## config.mk

```make
export PLATFORM = sky130hd
export DESIGN_NAME = mdio_responder
export DESIGN_NICKNAME = d
export VERILOG_FILES = /design/src/rtl/mdio_responder.sv
export SDC_FILE = /design/constraint.sdc
export NUM_CORES = 1
export LEC_CHECK = 0
export ABC_AREA = 1
export ABC_CLOCK_PERIOD_IN_PS = 2900
export CAP_MARGIN = 20
export CORE_ASPECT_RATIO = 0.7
export CORE_MARGIN = 2
export CORE_UTILIZATION = 40
export DETAILED_ROUTE_END_ITERATION = 10
export HOLD_SLACK_MARGIN = 0.02
export PLACE_DENSITY = 0.6
export SYNTH_ARGS = -nofsm -noshare
export SYNTH_HDL_FRONTEND = slang
export SYNTH_SLANG_ARGS = --single-unit
```

## constraint.sdc

```tcl
create_clock -name clk_i -period 2.9 [get_ports clk_i]
set_clock_uncertainty 0.1 [all_clocks]
set_input_delay 0.725 -clock clk_i [delete_from_list [all_inputs] [get_ports clk_i]]
set_output_delay 0.725 -clock clk_i [all_outputs]
set_load 0.1 [all_outputs]
```

## src/rtl/mdio_responder.sv

```systemverilog
// mdio_responder: Clause-22 MDIO PHY-side responder with a 32 x 16 register file.
// Latency: outputs change one clk_i after a detected MDC edge, which is 3-4 clk_i after the pad edge.
// Backpressure: none; the station paces the frame through MDC, and clk_i must run at least 8x MDC.
//
// Ports:
//   clk_i        system clock, rising edge
//   srst_i       synchronous active-high reset
//   mdc_i        asynchronous management clock from the station
//   mdio_i       asynchronous management data from the pad
//   mdio_o       data to drive onto the pad
//   mdio_oen_o   active-low pad output enable (1 = released)
//   reg_wr_o     one-cycle pulse per completed write to a writable register
//   reg_addr_o   register address of that write
//   reg_wdata_o  write data of that write
//
// Build option: define MDIO_PREAMBLE_SUPPRESS_EN to accept a frame after
// any non-empty run of preamble 1s instead of the full 32.

module mdio_responder #(
  parameter logic [4:0]  PHY_ADDR = 5'd1,
  parameter logic [15:0] PHY_ID1  = 16'h0022,
  parameter logic [15:0] PHY_ID2  = 16'h1620
) (
  input  logic        clk_i,
  input  logic        srst_i,
  input  logic        mdc_i,
  input  logic        mdio_i,
  output logic        mdio_o,
  output logic        mdio_oen_o,
  output logic        reg_wr_o,
  output logic [4:0]  reg_addr_o,
  output logic [15:0] reg_wdata_o
);

  typedef enum logic [2:0] {
    S_IDLE,
    S_START,
    S_OP,
    S_PHYAD,
    S_REGAD,
    S_TA,
    S_DATA
  } state_t;

  // Synchronizers and MDC edge detection
  logic r_mdc_s1;
  logic r_mdc_s2;
  logic r_mdc_d;
  logic r_mdio_s1;
  logic r_mdio_s2;

  // Frame state
  state_t      r_state;
  logic [5:0]  r_pre_cnt;
  logic [4:0]  r_bit_cnt;
  logic        r_op0;
  logic        r_rd;
  logic        r_addressed;
  logic [4:0]  r_phyad;
  logic [4:0]  r_regad;
  logic [15:0] r_shift;

  // Registered outputs
  logic        r_mdio_o;
  logic        r_mdio_oen;
  logic        r_reg_wr;
  logic [4:0]  r_reg_addr;
  logic [15:0] r_reg_wdata;

  logic [15:0] r_regs [0:31];

  logic        w_mdc_rise;
  logic        w_mdc_fall;
  logic        w_pre_ok;
  logic        w_drive;
  logic        w_reg_ro;
  logic [4:0]  w_phyad_next;
  logic [4:0]  w_regad_next;
  logic [15:0] w_wdata;
  logic [15:0] w_rdata;

  assign w_mdc_rise   = r_mdc_s2 & ~r_mdc_d;
  assign w_mdc_fall   = ~r_mdc_s2 & r_mdc_d;
  assign w_phyad_next = {r_phyad[3:0], r_mdio_s2};
  assign w_regad_next = {r_regad[3:0], r_mdio_s2};
  assign w_wdata      = {r_shift[14:0], r_mdio_s2};
  // Only an addressed read ever turns the pad around.
  assign w_drive      = r_rd & r_addressed;
  assign w_reg_ro     = (r_regad == 5'd2) || (r_regad == 5'd3);

`ifdef MDIO_PREAMBLE_SUPPRESS_EN
  assign w_pre_ok = (r_pre_cnt != 6'd0);
`else
  assign w_pre_ok = (r_pre_cnt == 6'd32);
`endif

  // ID registers are constants; everything else comes from the register file.
  always_comb begin
    w_rdata = r_regs[r_regad];
    if (r_regad == 5'd2) begin
      w_rdata = PHY_ID1;
    end else if (r_regad == 5'd3) begin
      w_rdata = PHY_ID2;
    end
  end

  always_ff @(posedge clk_i) begin : p_sync
    if (srst_i) begin
      r_mdc_s1  <= 1'b1;
      r_mdc_s2  <= 1'b1;
      r_mdc_d   <= 1'b1;
      r_mdio_s1 <= 1'b1;
      r_mdio_s2 <= 1'b1;
    end else begin
      r_mdc_s1  <= mdc_i;
      r_mdc_s2  <= r_mdc_s1;
      r_mdc_d   <= r_mdc_s2;
      r_mdio_s1 <= mdio_i;
      r_mdio_s2 <= r_mdio_s1;
    end
  end

  always_ff @(posedge clk_i) begin : p_fsm
    if (srst_i) begin
      r_state     <= S_IDLE;
      r_pre_cnt   <= 6'd0;
      r_bit_cnt   <= 5'd0;
      r_op0       <= 1'b0;
      r_rd        <= 1'b0;
      r_addressed <= 1'b0;
      r_phyad     <= 5'd0;
      r_regad     <= 5'd0;
      r_shift     <= 16'h0000;
      r_mdio_o    <= 1'b1;
      r_mdio_oen  <= 1'b1;
      r_reg_wr    <= 1'b0;
      r_reg_addr  <= 5'd0;
      r_reg_wdata <= 16'h0000;
      for (int i = 0; i < 32; i++) begin
        r_regs[i] <= 16'h0000;
      end
    end else begin
      r_reg_wr <= 1'b0;

      if (w_mdc_rise) begin
        // Station-driven bits are sampled on MDC rising edges only.
        case (r_state)
          S_IDLE: begin
            if (r_mdio_s2) begin
              if (r_pre_cnt != 6'd32) begin
                r_pre_cnt <= r_pre_cnt + 6'd1;
              end
            end else if (w_pre_ok) begin
              // This 0 is the first start bit.
              r_state   <= S_START;
              r_pre_cnt <= 6'd0;
            end else begin
              r_pre_cnt <= 6'd0;
            end
          end

          S_START: begin
            r_bit_cnt <= 5'd0;
            r_state   <= r_mdio_s2 ? S_OP : S_IDLE;
          end

          S_OP: begin
            if (r_bit_cnt == 5'd0) begin
              r_op0     <= r_mdio_s2;
              r_bit_cnt <= 5'd1;
            end else if (r_op0 != r_mdio_s2) begin
              // 10 = read, 01 = write
              r_rd      <= r_op0;
              r_bit_cnt <= 5'd0;
              r_state   <= S_PHYAD;
            end else begin
              r_state <= S_IDLE;
            end
          end

          S_PHYAD: begin
            r_phyad <= w_phyad_next;
            if (r_bit_cnt == 5'd4) begin
              r_addressed <= (w_phyad_next == PHY_ADDR);
              r_bit_cnt   <= 5'd0;
              r_state     <= S_REGAD;
            end else begin
              r_bit_cnt <= r_bit_cnt + 5'd1;
            end
          end

          S_REGAD: begin
            r_regad <= w_regad_next;
            if (r_bit_cnt == 5'd4) begin
              r_bit_cnt <= 5'd0;
              r_state   <= S_TA;
            end else begin
              r_bit_cnt <= r_bit_cnt + 5'd1;
            end
          end

          S_TA: begin
            // TA bit values are never checked; for writes the preload is
            // shifted out by the incoming data anyway.
            if (r_bit_cnt == 5'd0) begin
              r_bit_cnt <= 5'd1;
            end else begin
              r_shift   <= w_rdata;
              r_bit_cnt <= 5'd0;
              r_state   <= S_DATA;
            end
          end

          S_DATA: begin
            if (w_drive) begin
              // Count the station's samples; the falling edge after the
              // 16th one releases the pad.
              if (r_bit_cnt != 5'd16) begin
                r_bit_cnt <= r_bit_cnt + 5'd1;
              end
            end else begin
              // Writes and unaddressed frames shift the pad in for length.
              r_shift <= w_wdata;
              if (r_bit_cnt == 5'd15) begin
                if (!r_rd && r_addressed && !w_reg_ro) begin
                  r_regs[r_regad] <= w_wdata;
                  r_reg_wr        <= 1'b1;
                  r_reg_addr      <= r_regad;
                  r_reg_wdata     <= w_wdata;
                end
                r_bit_cnt <= 5'd0;
                r_pre_cnt <= 6'd0;
                r_state   <= S_IDLE;
              end else begin
                r_bit_cnt <= r_bit_cnt + 5'd1;
              end
            end
          end

          default: begin
            r_state   <= S_IDLE;
            r_pre_cnt <= 6'd0;
          end
        endcase
      end else if (w_mdc_fall) begin
        // The pad only changes after MDC falls so the station sees stable
        // data at its rising-edge sample.
        if (r_state == S_TA && w_drive && r_bit_cnt == 5'd1) begin
          r_mdio_o   <= 1'b0;
          r_mdio_oen <= 1'b0;
        end else if (r_state == S_DATA && w_drive) begin
          if (r_bit_cnt == 5'd16) begin
            r_mdio_o   <= 1'b1;
            r_mdio_oen <= 1'b1;
            r_bit_cnt  <= 5'd0;
            r_pre_cnt  <= 6'd0;
            r_state    <= S_IDLE;
          end else begin
            r_mdio_o   <= r_shift[15];
            r_mdio_oen <= 1'b0;
            r_shift    <= {r_shift[14:0], 1'b0};
          end
        end
      end
    end
  end

  assign mdio_o      = r_mdio_o;
  assign mdio_oen_o  = r_mdio_oen;
  assign reg_wr_o    = r_reg_wr;
  assign reg_addr_o  = r_reg_addr;
  assign reg_wdata_o = r_reg_wdata;

endmodule

```

Word-level counts from Yosys, hierarchy flattened --
Memories as Yosys holds them, arrays and structs flattened. A register that Yosys moved wholly into a read port is not among the register bits. Cells that the tools add are included.
Storage, ports and cells: register bits after elaboration 71, memory bits (writable) 512, bits of input ports 4, memories 1
Memories:
- r_regs | depth 32, bits a word 16, read ports 1, clocked after memory_dff 1, wr ports 32, RTL line 70 | logic [15:0] r_regs [0:31];
Cells by class: add/subtract/negate cells 2, equality and inequality tests 33, mux-type cells 69, bitwise operators 8, reduce and logical (&&, ||, !) cells 28
Operators by type and width (count):
- 16-bit 2-to-1 mux | 10
- 5-bit 2-to-1 mux | 14
- 6-bit 2-to-1 mux | 9
- 3-bit 2-to-1 mux | 13
- 16-bit one-hot mux with 2 select lines | 1
- 5-bit one-hot mux with 5 select lines | 1
- 3-bit != test, second input constant | 8
- 3-bit one-hot mux with 7 select lines | 1
- 6-bit one-hot mux with 3 select lines | 1
- 1-bit 2-to-1 mux | 17
- 16-bit OR reduction | 1
- 7-bit AND reduction | 2
- 4-bit != test, second input constant | 3
- 12-bit AND reduction | 1
- 5-bit by 1-bit == test with 1-bit output, second input constant | 2
- 5-bit by 2-bit == test with 1-bit output, second input constant | 2
- 3-bit == test, second input constant | 3
- 3-bit AND reduction | 3
- 8-bit AND reduction | 1
- 2-bit nonzero test | 4
- 6-bit by 1-bit adder with 6-bit output, second input constant | 1
- 3-bit by 2-bit == test with 1-bit output, second input constant | 2
- 6-bit == test, second input constant | 1
- 2-bit != test, second input constant | 3
- other kinds (23) | 36

Longest topological paths before layout --
word-level depth 13, gate-level depth with buffers 14, gate-level depth less buffers 13

Worst setup path before layout --
Ideal clock, no wire load.
kind register to register, start register r_bit_cnt[0], end memory r_regs[0][0], enable pin, setup time 0.372 ns, arrival time 2.692 ns, data required time 2.428 ns, path slack -0.264 ns, stages on the path, launching flop included 14, path buffers 1, cell sequence dfxtp_1 ha_1 inv_1 nor3_1 ha_1 nand2_1 nor3_1 nand3_4 nor2_4 inv_1 nor3_4 nand2_2 buf_4 nand2_1
RTL lines:
- from (decl) | RTL line 55 | logic [4:0] r_bit_cnt;
- from (signal assigned) | RTL line 188 | r_bit_cnt <= r_bit_cnt + 5'd1;
- from (signal assigned) | RTL line 198 | r_bit_cnt <= r_bit_cnt + 5'd1;
- from (signal assigned) | RTL line 219 | r_bit_cnt <= r_bit_cnt + 5'd1;
- to (decl) | RTL line 70

==> impl_metrics.ini <==
[clock_network]
clk_pin_slew_ps = 60
h-tree-depth = 2
numCtsBuffers = 55
cts_tree = yes
hold_buffers = 0
cts_buffer_depth = 3
insertion_delay_ps = 610
cts_sinks = 588
ctsRootBufferMaster = clkbuf_16

[job]
drv_cap = 0

[placed_design]
place_hpwl_mm = 48.6
place.gp.congestion = 0.901
dp.cells = 3599
io_buffers = 27

[floorplan]
dieArea_mm2 = 0.0679
core_region_area_mm2 = 0.0649
fp.dieH_um = 219
io_pins = 28
rows = 78
die_x_um = 311
start_util = 0.406

[timing]
hold_viol_final = 0
setup_viol = 0
fin_crit_ps = 2840
rsz0062_at_grt = true
tightestPinTransition_ps = 1140
timing.final.crit_share = 0.979
relSlewSlack = 0.233
slew_violations = 0
max_freq_mhz = 352

[status]
status = completed

[final_layout]
drive_gt1_frac = 0.108
post-route-util = 0.467
stdcell_count = 3706
num-nets-final = 2796
num_antenna_cells = 0
syn2layout_area_growth_pct = 15.2

[setup_path]
crit_arrival_ps = 3030
rrSetupSlack_ps = 60
cp_slowest_cell = dfxtp_2
cp_common_cell = nor3_4
crit_required_ps = 3090
critPathCaptureType = flip-flop
worstSetupStartpointType = flip-flop
crit_fanout = 16
crit_chain = ha_4 -> inv_2 -> nor3_4 -> ha_2 -> nand2_2 -> nor3_4 -> nand3_4 -> nor2_4 -> clkinvlp_4 -> nor3_4 -> buf_12 -> nand2_2 -> nand2_4
crit_cells = 13
slowest_delay_ps = 360
critPathTopFamily = simple AND/OR/NAND/NOR gates
crit_type = reg2reg
reg2regPathDepth = 13
cp_num_buf_inv = 3

[pwr]
leakage_nw = 10.7
p_per_area_mw_per_mm2 = 570
irDropWorstVdd_mv = 0.455

[synth]
synth_cells = 2758
synth-seq-cells = 588
syn_avg_cell_area_um2 = 9.54
synth_area_mm2 = 0.0263
ys_seq_area_frac = 0.642
yosys_warnings = 0
synth.distinct_cells = 35

[global_route]
antenna_found_initial = 0
grtUsageTotal = 0.226
grt_overflow = 0
grt_max_degree = 111
grt_pass1_wl_mm = 116
grt_pass1_vias = 18900

[hold_path]
hold_depth = 1
min-delay-path-class = reg2reg

[route]
avgViaCountPerCell = 5.42
via_count = 20100
ant_nets = 0
wl_per_cell_um = 21.0
routed_wl_mm = 78.0
drc = 0
drtPass1Iterations = 6
dr.first_iter.drc_count = 2628
==> layout by cell type (no fill, tap or decap), types with 17 or more instances in the layout <==
master / netlist / layout
nor2_1: 704 / 694
edfxtp_1: 512 / 512
nand2_1: 498 / 473
nand3_1: 247 / 247
o21ai_0: 155 / 155
a21oi_1: 140 / 140
buf_4: 2 / 97
inv_1: 87 / 84
dfxtp_1: 76 / 70
clkbuf_16: 0 / 57
buf_12: 0 / 35
conb_1: 1 / 32
nand2_2: 23 / 24
o31ai_1: 24 / 24
nor3_1: 19 / 17
==> power breakdown <==
| part | total (mW) | switching [mW] | internal [mW] |
|---|---|---|---|
| Sequential | 9.66 | 0.115 | 9.55 |
| Clock | 7.00 | 3.19 | 3.81 |
| Combinational | 0.610 | 0.435 | 0.175 |
==> path summary, 6_finish.rpt <==
check / startpoint / to
hold / removal: r_mdc_s1 / r_mdc_s2
hold reg to reg: r_mdc_s1 / r_mdc_s2
setup / recovery: r_bit_cnt[0] / r_regs[21][11]
setup reg to reg: r_bit_cnt[0] / r_regs[21][11]
==> worst reg2reg max path: stages, from the launching register on <==
cell        delay, ps
dfxtp_2           360
ha_4              150
inv_2              50
nor3_4            130
ha_2              240
nand2_2            80
nor3_4            180
nand3_4           120
nor2_4            130
clkinvlp_4        170
nor3_4            250
buf_12            200
nand2_2            90
nand2_4           250
==> registers in the layout, summed over array words and instances, names as in the netlist, 3 cells and up, named ones only <==
name and flops:
r_regs 512, r_shift 16, reg_wdata_o 16, r_pre_cnt 6, r_bit_cnt 5, r_regad 5, reg_addr_o 5, r_phyad 4
r_state 3
==> logic make-up (layout without fill, tap and decap cells) <==
family	after synthesis	after routing	synth area share
XOR/XNOR	4	4	0.00133
flip-flops	588	588	0.642
buffers and inverters	303	337	0.0479
adder cells (fa/ha/maj)	9	9	0.00428
other	1	32	0.000142
AND/OR/NAND/NOR	1510	1513	0.234
AO/OA/AOI/OAI	343	343	0.0701
==> per-layer routing <==
layer	wire (µm)	part of all wire	GRT usage
met1	34500	0.44	0.328
met5	0	0	0
met4	1920	0.025	0.0623
met2	33100	0.42	0.328
met3	8390	0.11	0.0642
==> synth_stat cells (all sizes together) <==
library cell,instances,area [µm²]
edfxtp,512,15400
or2,6,37.5
nand2,521,2010
nor2,705,2650
o221ai,8,70.1
a21oi,140,701
nor4,2,27.5
nor3,22,144
clkbuf,166,623
nand3,248,1250
conb,1,3.75
buf,44,289
nand4,6,37.5
a211oi,2,15.0
ha,9,113
inv,91,342
o31ai,24,180
clkinv,2,7.51
o21a,1,7.51
xor2,3,26.3
dfxtp,76,1520
o21ai,155,776
a31oi,1,6.26
xnor2,1,8.76
o22ai,1,6.26
o211ai,11,82.6
==> metrics by stage <==
| step | total power [mW] | TNS [ps] | cell area [µm²] | worst slack (ps) | hold slack (ps) |
|---|---|---|---|---|---|
| floorplan | 10.1 | 0 | 26600 | 6.72 | 289 |
| global route | 17.8 | -1380 | 30300 | -54.9 | 332 |
| detailed placement | 10.4 | -12920 | 28300 | -80.5 | 299 |
| CTS | 17.3 | 0 | 30000 | 41.6 | 314 |
| finish | 17.3 | 0 | 30300 | 60.9 | 312 |
| global placement | 10.4 | -8530 | 28300 | -99.9 | 300 |
==> repair_timing <==
item,4_1_cts,5_1_grt
endpoints found under the setup margin,384,595
buffers inserted,0,3
pin swaps,0,4
gates cloned,0,4
gates resized for setup,4,52
==> final cells by class <==
type / instances / area, µm²
Clock buffer: 71 / 1460
Inverter: 93 / 363
Clock inverter: 29 / 231
Timing Repair Buffer: 144 / 1570
Tap cell: 880 / 1100
Sequential cell: 588 / 16900
Fill cell: 6043 / 34600
Multi-Input combinational cell: 1901 / 8690
Note: power is estimated with default switching activity, not from simulation.
